<file path="src/rtl/user_tag_tracker.sv">
// Tracks outstanding non-posted read tags: allocation, completion retire,
// per-tag age timeout and unexpected-completion flagging.
module user_tag_tracker #(
  parameter int NUM_TAGS       = 8,
  parameter int TIMEOUT_CYCLES = 50000
) (
  input  logic       user_clk,
  input  logic       reset,
  output logic       alloc_valid,
  output logic [7:0] alloc_tag,
  input  logic       alloc_ready,
  input  logic       cpl_valid,
  input  logic [7:0] cpl_tag,
  input  logic       cpl_last,
  output logic       timeout_valid,
  output logic [7:0] timeout_tag,
  output logic       err_unexpected,
  output logic [4:0] outstanding_cnt,
  output logic       tags_full,
  output logic       tags_idle
);

  // Expired is raised on the edge where age steps to TIMEOUT_CYCLES-1.
  localparam logic [15:0] AGE_PRE = 16'(TIMEOUT_CYCLES - 2);

  logic [NUM_TAGS-1:0] busy;
  logic [NUM_TAGS-1:0] expired;
  logic [15:0]         age [NUM_TAGS];

  logic [NUM_TAGS-1:0] alloc_hit;
  logic [NUM_TAGS-1:0] cpl_hit;
  logic [NUM_TAGS-1:0] to_hit;
  logic                free_any;
  logic [7:0]          free_tag;
  logic                to_any;
  logic [7:0]          to_tag;
  logic                cpl_err;
  logic [4:0]          cnt;

  always_comb begin
    free_any = 1'b0;
    free_tag = 8'd0;
    to_any   = 1'b0;
    to_tag   = 8'd0;
    cnt      = 5'd0;
    cpl_hit  = '0;
    for (int i = 0; i < NUM_TAGS; i++) begin
      cpl_hit[i] = cpl_valid && busy[i] && (cpl_tag == 8'(i));
      cnt        = cnt + 5'(busy[i]);
    end
    for (int i = NUM_TAGS - 1; i >= 0; i--) begin
      if (!busy[i]) begin
        free_any = 1'b1;
        free_tag = 8'(i);
      end
      if (expired[i] && !cpl_hit[i]) begin
        to_any = 1'b1;
        to_tag = 8'(i);
      end
    end
    cpl_err   = cpl_valid && !(|cpl_hit);
    alloc_hit = '0;
    to_hit    = '0;
    for (int i = 0; i < NUM_TAGS; i++) begin
      alloc_hit[i] = free_any && alloc_ready && (free_tag == 8'(i));
      to_hit[i]    = to_any && (to_tag == 8'(i));
    end
  end

  always_ff @(posedge user_clk or posedge reset) begin
    if (reset) begin
      busy           <= '0;
      expired        <= '0;
      timeout_valid  <= 1'b0;
      timeout_tag    <= 8'd0;
      err_unexpected <= 1'b0;
      for (int i = 0; i < NUM_TAGS; i++) age[i] <= 16'd0;
    end else begin
      timeout_valid  <= to_any;
      timeout_tag    <= to_tag;
      err_unexpected <= cpl_err;
      for (int i = 0; i < NUM_TAGS; i++) begin
        if (alloc_hit[i]) begin
          busy[i]    <= 1'b1;
          expired[i] <= 1'b0;
          age[i]     <= 16'd0;
        end else if (cpl_hit[i]) begin
          expired[i] <= 1'b0;
          if (cpl_last) busy[i] <= 1'b0;
          else          age[i]  <= 16'd0;
        end else if (to_hit[i]) begin
          busy[i]    <= 1'b0;
          expired[i] <= 1'b0;
        end else if (busy[i] && !expired[i]) begin
          age[i] <= age[i] + 16'd1;
          if (age[i] == AGE_PRE) expired[i] <= 1'b1;
        end
      end
    end
  end

  assign alloc_valid     = free_any;
  assign alloc_tag       = free_tag;
  assign tags_full       = !free_any;
  assign tags_idle       = !(|busy);
  assign outstanding_cnt = cnt;

endmodule

</file>
<file path="config.mk">
export PLATFORM = sky130hd
export DESIGN_NAME = user_tag_tracker
export DESIGN_NICKNAME = d
export VERILOG_FILES = /design/src/rtl/user_tag_tracker.sv
export SDC_FILE = /design/constraint.sdc
export NUM_CORES = 1
export LEC_CHECK = 0
export BUFFER_PORTS_ARGS = -buffer_cell sky130_fd_sc_hd__buf_2
export CORE_UTILIZATION = 35
export CTS_CLUSTER_DIAMETER = 100
export DETAILED_ROUTE_END_ITERATION = 16
export PLACE_DENSITY = 0.61
export SYNTH_ARGS = -nofsm -noshare
export SYNTH_HDL_FRONTEND = slang
export SYNTH_SLANG_ARGS = --single-unit
</file>
<file path="constraint.sdc">
create_clock -name user_clk -period 13.8 [get_ports user_clk]
set_input_delay 1.38 -clock user_clk [delete_from_list [all_inputs] [get_ports user_clk]]
set_output_delay 1.38 -clock user_clk [all_outputs]
set_load 0.05 [all_outputs]
</file>
==> impl_metrics.ini, run 1 <==
[timing]
maxSlewHeadroom = 0.184
finalHoldViolations = 0
skew_ns = 0.00806
period_share = 0.365
setup_viol = 0
min_period_ns = 5.04
setup_tns_ns = 0
tightest_slew_ns = 1.22
fmax_mhz = 199
finalMaxSlewViolations = 0
worst_slack_ns = 8.76
rsz0062_at_grt = no

[clock_tree]
post_cts_buffers = 0
htreeDepth = 4
clk_pin_slew_ns = 0.06
clk_latency_ns = 0.44
cts_tree = yes
ctsResizeCount = 0
ctsHoldBuffers = 0
clock_sinks = 149
ctsLongestPathBuffers = 2
numCtsBuffers = 17
root_buffer = clkbuf_16

[layout]
area_growth_pct = 10.7
diodes = 0
final_nets = 1117
drive_above_1_share = 0.0769
fillerInstances = 2569

[worst_setup_path]
crit_path_start_kind = flip-flop
cp.arrival_ns = 3.66
path_buf_inv = 4
critical_path.top_delay_family = adder cells
r2r_start = busy[0]$_DFFE_PP0P_
crit_fanout = 14
end_kind = primary output
worstSetupStartpoint = busy[0]$_DFFE_PP0P_
crit_path_max_incr_delay_ns = 0.60
cp_common_cell = fa_1
cp_cell_sequence = fa_1 > inv_1 > fa_1 > fa_1 > inv_1 > ha_1 > inv_1 > fa_1 > xnor2_1 > buf_2
worst-endpoint-required_ns = 12.42
path_class = reg -> out
critPathSlowestCell = fa_1

[synthesis]
yosys-mux-area-fraction = 0.00890
synth_seq_area_share = 0.415
ys_ff_latch = 149
synth_edf_count = 0
yosys.area_share.simple = 0.278
avgSynthCellArea_um2 = 8.42
synth_adder_area_share = 0.0367
synth_xor_area_frac = 0.00584
synthDistinctLibCells = 69
synth_top_family_by_area = simple AND/OR/NAND/NOR gates
ys_async_sr_fraction = 1.00
yosysWarnings = 0
synth_area_um2 = 8990
postSynthCellCount = 1068
synth_compound_area_frac = 0.207
synth-main-ff-cell = dfrtp_1

[grt]
antenna_found_initial = 0
grt_first_pass_wirelength_um = 37800
grt_pass1_vias = 7425
grt_usage = 0.178
grt_max_degree = 86
grt_overflow = 0

[power_and_ir_drop]
leakage_uw = 0.00421
ir_drop_uv = 228
switchingPower_uw = 679
clockPowerShare = 0.278
p_int_uw = 1000
combPwrFrac = 0.320
swShare = 0.404
powerDensity_nw_per_um2 = 169
seqPwrFrac = 0.401

[placed_design]
io_buffers = 27
gp_congestion = 0.835
dp_slack_ns = 9.27
dpl.hpwl_um = 15200

[drt]
drt_iter0_drc = 575
routed_wirelength_um = 22400
drc = 0
ant_nets = 0
firstDrtPassIters = 6
wl_per_cell_um = 15.7
vias = 8041
avgViaCountPerCell = 5.65

[floorplanning]
die_area_um2 = 26300
die_x_um = 162
initial_utilization = 0.357
ios = 39
coreArea_um2 = 25200
num_rows = 58
die_y_um = 162

[worst_hold_path]
hp-start = age[41]$_DFFE_PP0P_
min_path_type = reg -> reg

[outcome]
status = completed

[run]
drv_cap = 0
-- area by class of cell --
cell class                      instances  area, µm²  area share
Clock buffer                           22        474      0.0476
Clock inverter                          9        103      0.0103
Inverter                               52        200      0.0201
Multi-Input combinational cell        827       4860       0.488
Sequential cell                       149       3730       0.374
Tap cell                              330        413      0.0415
Timing Repair Buffer                   33        180      0.0181
-- cells by family (layout without fill, tap and decap cells) --
family	count (synthesis)	after routing
fa+ha+maj	24	24
flops	149	149
xor+xnor	6	6
mux	8	8
simple gates	469	469
compound gates	309	309
other cells	1	11
buf+inv	102	116
-- final timing paths --
kind | to | slack [ns] | cells past startpoint
worst max register to register | age[45]$_DFFE_PP0P_ | 10.68 | 6
min in group asynchronous | age[36]$_DFFE_PP0P_ | 1.10 | 2
worst max-delay path | outstanding_cnt[2] | 8.76 | 10
worst min register to register | age[41]$_DFFE_PP0P_ | 0.47 | 1
max in group asynchronous | age[19]$_DFFE_PP0P_ | 11.36 | 3
worst min-delay path | age[41]$_DFFE_PP0P_ | 0.47 | 1
-- layout by cell type, fill, tap and decap left out, drive strengths merged, types with 10 or more instances in the layout --
master	instances
and3	26
nor4	21
dfrtp	149
a21o	10
conb	11
a21oi	48
buf	33
inv	52
and4	14
nor2	92
nor2b	15
nand4	30
a31oi	19
nor3	38
clkbuf	22
and2	15
or3	14
ha	20
nand3	48
o21ai	160
o31ai	16
a22o	11
nand2	114
-- flip-flops by register name, summed over array words and instances (netlist names) --
| register | flops |
|---|---|
| timeout_valid | 1 |
| age | 128 |
| expired | 8 |
| busy | 8 |
| err_unexpected | 1 |
| timeout_tag | 3 |
-- metal layers --
layer	up-vias	wire length (µm)	global-route usage
met5	-	0	0
met1	3944	11100	0.256
li1	3906	-	-
met2	161	10100	0.268
met3	30	886	0.0327
met4	0	365	0.0592
-- synth_stat cells, drive strengths merged (6+ instances only) --
| library cell | instances | share of area |
|---|---|---|
| and4 | 14 | 0.014 |
| dfrtp | 149 | 0.41 |
| and2 | 15 | 0.010 |
| clkbuf | 21 | 0.0088 |
| a21oi | 48 | 0.027 |
| nand3 | 48 | 0.027 |
| o31ai | 16 | 0.013 |
| buf | 29 | 0.019 |
| a22o | 11 | 0.011 |
| nor2b | 15 | 0.010 |
| or4b | 6 | 0.0071 |
| nand4 | 30 | 0.021 |
| inv | 52 | 0.022 |
| nor2 | 92 | 0.038 |
| nor4 | 21 | 0.015 |
| a31oi | 19 | 0.013 |
| or3 | 14 | 0.0097 |
| mux2i | 8 | 0.0089 |
| and3 | 26 | 0.018 |
| ha | 20 | 0.028 |
| a21o | 10 | 0.0083 |
| o21ai | 160 | 0.089 |
| a211oi | 7 | 0.0075 |
| nand2 | 114 | 0.048 |
| nor3 | 38 | 0.026 |
-- power by group through the flow --
| stage | Sequential (µW) | Combinational (µW) | Clock (µW) |
|---|---|---|---|
| floorplan | 638 | 441 | 0 |
| global placement | 676 | 528 | 0 |
| detailed placement | 678 | 538 | 0 |
| CTS | 672 | 541 | 476 |
| global route | 693 | 601 | 491 |
| finish | 674 | 538 | 468 |
-- through the flow --
step                      cell area [µm²]  hold slack, ns  std cells  total power (µW)   util
final                                9960           0.467       1422              1680  0.396
after global routing                 9960           0.474       1422              1790  0.396
after CTS                            9960           0.465       1422              1690  0.396
after detailed placement             9380           0.457       1391              1220  0.373
after global placement               9380           0.455       1391              1200  0.373
after floorplan                      9030           0.431       1078              1080      -
No activity file was read; power rests on OpenSTA's default activity.
==> run 2, diff against run 1 <==
clock period = 4.9 ns   (was 13.8 ns; I/O delays follow)
==> run 2 against run 1 <==
Compared with the run above:
- non-clock buffer count increased by 2
- die area unchanged
- sequential share of layout area decreased by 0.23 points
- sequential power increased to 2.8 times the previous value
- via count decreased by 0.95%
- clock-buffer cell count decreased by 3
- clock power increased to 2.9 times the previous value
- critical path depth unchanged
==> impl_metrics.ini, run 2 (synthesis gave the netlist of run 1 again) <==
[placed_design]
dpl.hpwl_um = 15500
gp_congestion = 0.845
io_buffers = 27
place_inst = 1393
placed_area_um2 = 9400

[timing]
min_period_ns = 4.14
tightest_slew_ns = 1.20
skew_ns = 0.00878
fmax_mhz = 241
rsz0062_at_grt = no
finalHoldViolations = 0
holdWs_ns = 0.0957
period_share = 0.845
maxSlewHeadroom = 0.194
setup_viol = 0
finalMaxSlewViolations = 0
setup_tns_ns = 0

[drt]
routed_wirelength_um = 22500
avgViaCountPerCell = 5.58
route.met3.wl_um = 897
firstDrtPassIters = 5
top_layer_used = met4
drc = 0
wl_per_cell_um = 15.8
vias = 7965
ant_nets = 0
met2_length_um = 10200
drt-met1-wl_um = 11100
drt_iter0_drc = 601

[grt]
grt_usage = 0.178
grt_overflow = 0
grt_max_degree = 54
grt_pass1_vias = 7486
grt_first_pass_wirelength_um = 37800
antenna_found_initial = 1

[floorplanning]
die_y_um = 162
die_x_um = 162
ios = 39
num_rows = 58
initial_utilization = 0.357
die_area_um2 = 26300
coreArea_um2 = 25200

[layout]
largest-register = age
mostFrequentLayoutCells = dfrtp_1, o21ai_0, nand2_1
final_nets = 1119
largest_register_ffs = 128
drive_above_1_share = 0.0804
fillerInstances = 2526
final_cell_area_um2 = 10000
area_growth_pct = 11.4
top_regs = age (128), busy (8), expired (8)
final_common_cell = dfrtp_1
finalNonFillerCells = 1427

[outcome]
status = completed

[clock_tree]
root_buffer = clkbuf_16
clock_sinks = 149
post_cts_buffers = 0
ctsHoldBuffers = 0
clk_latency_ns = 0.44
htreeDepth = 4
cts_tree = yes
ctsLongestPathBuffers = 2
numCtsBuffers = 17
ctsResizeCount = 0
clk_pin_slew_ns = 0.07

[run]
drv_cap = 0

[power_and_ir_drop]
ir_drop_uv = 630
total_power_uw = 4800
powerDensity_nw_per_um2 = 479
leakage_uw = 0.00424

[worst_setup_path]
end_kind = primary output
crit_fanout = 14
crit_path_start_kind = flip-flop
cp.arrival_ns = 3.65
worst-endpoint-required_ns = 4.41
path_class = reg -> out

[worst_hold_path]
min_path_type = in -> async
run 2: metal layers:
metal	vias to the layer above	track usage
li1	3925	-
met1	3849	0.249
met2	172	0.276
met3	19	0.0309
met4	0	0.0583
met5	-	0
run 2: metrics by stage:
stage          setup WS, ns  utilization
2_1_floorplan         0.402            -
3_3_place_gp           1.27        0.373
3_5_place_dp           1.25        0.373
4_1_cts               0.742        0.398
5_1_grt               0.615        0.398
6_report              0.759        0.398
run 2: worst max-delay path: stages, from the launching register on:
cell,delay (ns)
dfrtp_1,0.55
fa_1,0.61
inv_1,0.05
fa_1,0.51
fa_1,0.43
inv_1,0.07
ha_1,0.16
inv_1,0.05
fa_1,0.37
xnor2_1,0.14
buf_2,0.28
run 2: final timing paths:
path | from | endpoint | slack (ns) | cells after the start
hold / removal | reset | age[116]$_DFFE_PP0P_ | 0.1 | 2
setup / recovery | busy[0]$_DFFE_PP0P_ | outstanding_cnt[2] | 0.76 | 10
max in group asynchronous | reset | timeout_valid$_DFF_PP0_ | 3.75 | 3
min in group user_clk | cpl_valid | err_unexpected$_DFF_PP0_ | 0.35 | 2
hold reg to reg | age[41]$_DFFE_PP0P_ | age[41]$_DFFE_PP0P_ | 0.46 | 1
setup reg to reg | busy[0]$_DFFE_PP0P_ | age[3]$_DFFE_PP0P_ | 1.80 | 6
run 2: layout make-up:
class	instances	area, µm²	area share
inverters	52	200	0.0200
flip-flops and latches	149	3730	0.372
clock buffers	19	443	0.0442
multi-input cells	827	4860	0.485
well taps	330	413	0.0412
clock inverters	13	175	0.0175
repair buffers	35	195	0.0195
diodes	2	5.00	0.000499
run 2: power by group:
group / internal (µW) / total (µW) / switching (µW) / leakage, µW
clock: 822 / 1380 / 561 / 0.000294
sequential: 1510 / 1900 / 387 / 0.00192
combinational: 525 / 1520 / 994 / 0.00202
